--- config.mk ---
export PLATFORM = sky130hd
export DESIGN_NAME = reg_write_arbiter_flat
export DESIGN_NICKNAME = d
export VERILOG_FILES = /design/src/rtl/reg_write_arbiter_pkg.sv /design/src/rtl/reg_write_arbiter_if.sv /design/src/rtl/reg_write_arbiter_rr_arb.sv /design/src/rtl/reg_write_arbiter.sv /design/src/flat_wrapper.sv
export SDC_FILE = /design/constraint.sdc
export NUM_CORES = 1
export LEC_CHECK = 0
export CAP_MARGIN = 20
export CORE_AREA = 2 2 88 90
export DETAILED_ROUTE_END_ITERATION = 10
export DIE_AREA = 0 0 90 92
export HOLD_SLACK_MARGIN = 0.03
export PLACE_DENSITY = 0.83
export SETUP_SLACK_MARGIN = 0.05
export SLEW_MARGIN = 40
export SYNTH_ARGS = -nofsm -noshare
export SYNTH_HDL_FRONTEND = slang
export SYNTH_HIERARCHICAL = 1
export SYNTH_SLANG_ARGS = --single-unit
--- constraint.sdc ---
create_clock -name iCLK -period 2.6 [get_ports iCLK]
set_input_delay 0.26 -clock iCLK [delete_from_list [all_inputs] [get_ports iCLK]]
set_output_delay 0.26 -clock iCLK [all_outputs]
set_load 0.05 [all_outputs]
--- src/rtl/reg_write_arbiter_pkg.sv ---
// reg_write_arbiter_pkg: shared widths and issue-stage record for the register write arbiter.
package reg_arb_pkg;
  localparam int REG_W = 5;
  localparam int DATA_W = 32;
  localparam logic [REG_W-1:0] REG_ZERO = '0;
  typedef struct packed {
    logic valid;
    logic [REG_W-1:0] regno;
    logic [DATA_W-1:0] data;
  } issue_t;
endpackage

--- src/rtl/reg_write_arbiter_if.sv ---
// reg_write_arbiter_if: requester, bank and forwarding signals of the register write arbiter.
interface reg_write_arbiter_if import reg_arb_pkg::*; #(parameter int NREQ = 3) ();
  logic iHold;
  logic [NREQ-1:0] iReqValid;
  logic [NREQ*REG_W-1:0] iReqReg;
  logic [NREQ*DATA_W-1:0] iReqData;
  logic [NREQ-1:0] oReqReady;
  logic oRegWrite;
  logic [REG_W-1:0] oWriteRegister;
  logic [DATA_W-1:0] oWriteData;
  logic [REG_W-1:0] iFwdReg;
  logic oFwdHit;
  logic [DATA_W-1:0] oFwdData;
  modport master (
    output iHold, iReqValid, iReqReg, iReqData, iFwdReg,
    input oReqReady, oRegWrite, oWriteRegister, oWriteData, oFwdHit, oFwdData
  );
  modport slave (
    input iHold, iReqValid, iReqReg, iReqData, iFwdReg,
    output oReqReady, oRegWrite, oWriteRegister, oWriteData, oFwdHit, oFwdData
  );
endinterface

--- src/rtl/reg_write_arbiter_rr_arb.sv ---
// rr_arb: round-robin one-hot selector over requesters 1..NREQ-1 with its own pointer.
module rr_arb #(parameter int NREQ = 3) (
  input  logic            clk,
  input  logic            rst_n,
  input  logic [NREQ-1:1] req,
  input  logic            take,
  output logic [NREQ-1:1] grant
);
  localparam int PW = $clog2(NREQ);
  logic [PW-1:0] ptr, ptr_nxt;
  int j;
  // Scan downward so the slot closest to the pointer is assigned last and wins.
  always_comb begin
    grant = '0;
    j = 1;
    for (int i = NREQ-2; i >= 0; i--) begin
      j = (int'(ptr) - 1 + i) % (NREQ-1) + 1;
      if (req[j]) begin
        grant = '0;
        grant[j] = 1'b1;
      end
    end
  end
  always_comb begin
    ptr_nxt = ptr;
    for (int k = 1; k < NREQ; k++)
      if (grant[k]) ptr_nxt = (k == NREQ-1) ? PW'(1) : PW'(k + 1);
  end
  always_ff @(posedge clk or negedge rst_n)
    if (!rst_n) ptr <= PW'(1);
    else if (take) ptr <= ptr_nxt;
endmodule

--- src/rtl/reg_write_arbiter.sv ---
// reg_write_arbiter: shares the register-bank write port; requester 0 fixed priority, others round-robin.
// Optional starvation guard for requesters 1..NREQ-1 enabled by defining REG_ARB_STARVE_GUARD_EN.
module reg_write_arbiter import reg_arb_pkg::*; #(
  parameter int NREQ = 3,
  parameter int MAX_WAIT = 8
) (
  input logic iCLK,
  input logic iRST_n,
  reg_write_arbiter_if.slave bus
);
  if (NREQ < 2 || NREQ > 8 || MAX_WAIT < 1) $error("reg_write_arbiter: NREQ must be 2..8 and MAX_WAIT >= 1");
  logic [NREQ-1:1] rr_grant;
  logic [NREQ-1:0] ready;
  logic ok, low_any, force_rr;
  issue_t sel, iss;
  assign ok = !bus.iHold && iRST_n;
  assign low_any = |bus.iReqValid[NREQ-1:1];
  assign ready = !ok ? '0 : (bus.iReqValid[0] && !force_rr) ? NREQ'(1) : {rr_grant, 1'b0};
  rr_arb #(.NREQ(NREQ)) u_rr (
    .clk(iCLK),
    .rst_n(iRST_n),
    .req(bus.iReqValid[NREQ-1:1]),
    .take(|ready[NREQ-1:1]),
    .grant(rr_grant)
  );
`ifdef REG_ARB_STARVE_GUARD_EN
  localparam int CW = $clog2(MAX_WAIT + 1);
  logic [CW-1:0] starve;
  assign force_rr = (starve == CW'(MAX_WAIT)) && low_any;
  always_ff @(posedge iCLK or negedge iRST_n)
    if (!iRST_n) starve <= '0;
    else if (ready[0] && low_any) starve <= starve + 1'b1;
    else if (|ready[NREQ-1:1] || !low_any) starve <= '0;
`else
  assign force_rr = 1'b0;
`endif
  always_comb begin
    sel = '0;
    for (int i = 0; i < NREQ; i++)
      if (ready[i]) begin
        sel.regno = bus.iReqReg[REG_W*i +: REG_W];
        sel.data = bus.iReqData[DATA_W*i +: DATA_W];
        sel.valid = bus.iReqReg[REG_W*i +: REG_W] != REG_ZERO;
      end
  end
  // Writes to $0 are consumed like any other but never raise RegWrite.
  always_ff @(posedge iCLK or negedge iRST_n)
    if (!iRST_n) iss <= '0;
    else if (|ready) iss <= sel;
    else iss.valid <= 1'b0;
  assign bus.oReqReady = ready;
  assign bus.oRegWrite = iss.valid;
  assign bus.oWriteRegister = iss.regno;
  assign bus.oWriteData = iss.data;
  assign bus.oFwdHit = iss.valid && (iss.regno == bus.iFwdReg);
  assign bus.oFwdData = iss.data;
endmodule

--- src/flat_wrapper.sv ---
// flat-port wrapper written by rule: the top's interface ports become plain ports
module reg_write_arbiter_flat import reg_arb_pkg::*;
#(
  parameter int NREQ = 3,
  parameter int MAX_WAIT = 8
)
  (iCLK, iRST_n, bus_iHold, bus_iReqValid, bus_iReqReg, bus_iReqData, bus_iFwdReg, bus_oReqReady, bus_oRegWrite, bus_oWriteRegister, bus_oWriteData, bus_oFwdHit, bus_oFwdData);
  reg_write_arbiter_if #(.NREQ(NREQ)) bus_i ();
  input logic iCLK;
  input logic iRST_n;
  input wire logic [$bits(bus_i.iHold)-1:0] bus_iHold;
  input wire logic [$bits(bus_i.iReqValid)-1:0] bus_iReqValid;
  input wire logic [$bits(bus_i.iReqReg)-1:0] bus_iReqReg;
  input wire logic [$bits(bus_i.iReqData)-1:0] bus_iReqData;
  input wire logic [$bits(bus_i.iFwdReg)-1:0] bus_iFwdReg;
  output wire logic [$bits(bus_i.oReqReady)-1:0] bus_oReqReady;
  output wire logic [$bits(bus_i.oRegWrite)-1:0] bus_oRegWrite;
  output wire logic [$bits(bus_i.oWriteRegister)-1:0] bus_oWriteRegister;
  output wire logic [$bits(bus_i.oWriteData)-1:0] bus_oWriteData;
  output wire logic [$bits(bus_i.oFwdHit)-1:0] bus_oFwdHit;
  output wire logic [$bits(bus_i.oFwdData)-1:0] bus_oFwdData;
  assign bus_i.iHold = bus_iHold;
  assign bus_i.iReqValid = bus_iReqValid;
  assign bus_i.iReqReg = bus_iReqReg;
  assign bus_i.iReqData = bus_iReqData;
  assign bus_i.iFwdReg = bus_iFwdReg;
  assign bus_oReqReady = bus_i.oReqReady;
  assign bus_oRegWrite = bus_i.oRegWrite;
  assign bus_oWriteRegister = bus_i.oWriteRegister;
  assign bus_oWriteData = bus_i.oWriteData;
  assign bus_oFwdHit = bus_i.oFwdHit;
  assign bus_oFwdData = bus_i.oFwdData;
  reg_write_arbiter #(.NREQ(NREQ), .MAX_WAIT(MAX_WAIT)) u_core (.iCLK(iCLK), .iRST_n(iRST_n), .bus(bus_i));
endmodule
==> impl_metrics.toml <==
[routing]
wl_per_cell_um = 14.47
ant_nets = 0
vias = 2980
routed_wl_mm = 8.840
viasPerCell = 4.877
drt_iter0_drc = 143
first_pass_iters = 4
drc = 0

[outcome]
outcome = "finished clean"

[grt]
grt_pass1_wl_mm = 13.95
grt_max_degree = 63
antenna_found_initial = 0
overflow = 0
grt_pass1_vias = 2867
grt_util_all_layers = 0.2072

[logic_synthesis]
yosysUniqueCellTypes = 31
synth-async-reset-ratio = 1.000
synthTopCellsByCount = "41 x nand2_1, 41 x nand2b_1, 39 x dfrtp_1, 38 x a21oi_1, 38 x nor2_1"
synth_ff_type = "dfrtp_1"
synth_edf_count = 0
syn_area_per_cell_sq_um = 7.889
synth.area.top_cells = "dfrtp_1 35%, a22oi_1 9.9%, nand2b_1 9.1%, buf_4 9.1%, a21oi_1 6.8%"
syn_nets = 479
yosysTopAreaCell = "dfrtp_1"
ys_seq_elements = 40
yosysWarnings = 6
yosysSeqAreaShare = 0.3558
synth_cells = 357
synth_top_cell_area_share = 0.3465
syn_area_sq_um = 2816

[cells_and_area]
drive_gt1_frac = 0.05501
nets = 630
fillers = 675
area_delta_synth_final_pct = 67.13
layoutNonFillerInstCount = 611
diodes = 0

[die]
die_area_sq_um = 8280
die_h_um = 92
rows = 32
coreArea_sq_um = 7447
die_w_um = 90
io_pins = 196
start_util = 0.3782

[setup_path]
crit_required_ns = 2.34
crit_path_cell_trace = "dlygate4sd3_1 -> buf_2 -> buf_4 -> nor3b_2 -> nand2_1 -> inv_2 -> buf_4 -> buf_12"
arrival_ns = 2.08
cp-start-kind = "input pin"
crit_buf_inv = 6
slowest_stage = "dlygate4sd3_1"
crit_family = "buffers and inverters"
cp_common_cell = "buf_4"
end_kind = "primary output"
cpPeakStageDelay_ns = 0.52
path_class = "input pin to primary output"
path_max_fanout = 22

[cts]
htreeDepth = 2
clockBufferDepth = 2
insertion_delay_ns = 0.29
clkTransAtPathRegs_ns = 0.08
cts_buffers = 5
clock_sinks = 40
cts_tree = "done"
cts-root-buf = "clkbuf_8"
cts_setup_buffers = 0
cts_resized = 0

[pwr]
power.leakage_nw = 1.827
pwr-share-comb = 0.615
seq_power_share = 0.245
ir_worst_vdd_mv = 0.5393
switchingPower_w = 0.001929
power.total_w = 0.003939
netSwitchingFraction = 0.4897
intPower_w = 0.002010
power_density_nw_per_um2 = 836.9
clkPwrFrac = 0.140

[timing]
hold_viol = 0
setup_viol = 0
fin_skew_ns = 0.005575
grt_setup_unrepaired = "false"
period_needed_ns = 2.336
fmax_mhz = 428.1
tns_ns = 0
hold_slack_ns = 0.5105
max_slew_margin = 0.6170
post-route-period-util = 0.8984
fin_ws_ns = 0.2642
worst_slew_pin_slew_ns = 0.5745
slew_viol_final = 0

[place]
dp_cells = 602
dp_slack_ns = 0.3805
place_congestion = 0.8731
portBuffers = 195
dp_hpwl_mm = 6.920

[job]
maxCapViolations = 0

[min_path]
hold_path.class = "input pin to asynchronous set/reset pin"
==> stage by stage <==
step	area, sq um	utilization
after global placement	4571	0.6137
after floorplan	2816	-
after global routing	4707	0.6321
final	4707	0.6321
after detailed placement	4571	0.6137
after CTS	4707	0.6321
==> power groups by stage <==
stage,combinational [W],clock (W),sequential [W]
final,0.00242,0.000551,0.000966
after global routing,0.00252,0.000585,0.000997
after CTS,0.00243,0.000563,0.000971
after detailed placement,0.00243,0,0.000981
after global placement,0.00240,0,0.000971
after floorplan,0.00114,0,0.00153
==> worst min-delay path, stage by stage <==
cell	delay (ns)
dlygate4sd3_1	0.52
buf_2	0.12
buf_4	0.27
==> flip-flops by register name (all words and copies together), names as in the netlist <==
name,flops
u_core/bus.oFwdData,32
u_core/bus.oWriteRegister,5
u_core/u_rr/ptr,2
u_core/bus.oRegWrite,1
==> cell usage in the layout, fill, tap and decap left out, types with 4 or more instances in the layout <==
master           count
clkdlybuf4s50_1    189
nand2_1             41
nand2b_1            41
dfrtp_1             39
nor2_1              38
a21oi_1             38
a22oi_1             37
o21ai_1             36
buf_4                9
clkbuf_8             7
buf_12               4
xor2_1               4
==> cell type report <==
| type | count | area, sq um | share of cell area |
|---|---|---|---|
| multi-input cells | 254 | 1384 | 0.2940 |
| flip-flops and latches | 40 | 1002 | 0.2129 |
| well taps | 102 | 127.6 | 0.02711 |
| clock buffers | 7 | 96.34 | 0.02047 |
| inverters | 2 | 7.507 | 0.001595 |
| clock inverters | 1 | 30.03 | 0.006380 |
| repair buffers | 205 | 2059 | 0.4375 |
==> per-layer routing <==
layer	GRT usage	wire, um	up-vias
met1	0.2384	3454	1354
met4	0.06667	159	0
met3	0.04108	557	11
met5	0	0	-
met2	0.3853	4669	126
li1	-	-	1489
==> cells by family after synthesis <==
logic type	count (synthesis)	synth area share
and+or+nand+nor	129	0.2181
buffers and inverters	63	0.1559
muxes	1	0.003998
AOI/OAI and AO/OA	119	0.2506
xor gates and xnor gates	5	0.01555
DFF	40	0.3558
==> path summary, 6_finish.rpt <==
kind                                           startpoint                                   to  slack [ns]  cells past startpoint
hold / removal                                     iRST_n   u_core/bus.oFwdData[9]$_DFFE_PN0P_        0.51                      3
max in group asynchronous                          iRST_n       u_core/u_rr/ptr[0]$_DFFE_PN1P_        1.82                      3
setup / recovery                                   iRST_n                     bus_oReqReady[2]        0.26                      8
min in group iCLK          u_core/u_rr/ptr[0]$_DFFE_PN1P_       u_core/u_rr/ptr[0]$_DFFE_PN1P_        0.51                      1
hold reg to reg            u_core/u_rr/ptr[0]$_DFFE_PN1P_       u_core/u_rr/ptr[0]$_DFFE_PN1P_        0.51                      1
setup reg to reg           u_core/u_rr/ptr[0]$_DFFE_PN1P_  u_core/bus.oFwdData[24]$_DFFE_PN0P_        0.66                      6
==> what timing repair did <==
action                                  4_1_cts  5_1_grt
endpoints found under the setup margin        0        0
hold buffers                                  1        0
endpoints found under the hold margin        39        0
No activity file was read; power rests on OpenSTA's default activity.
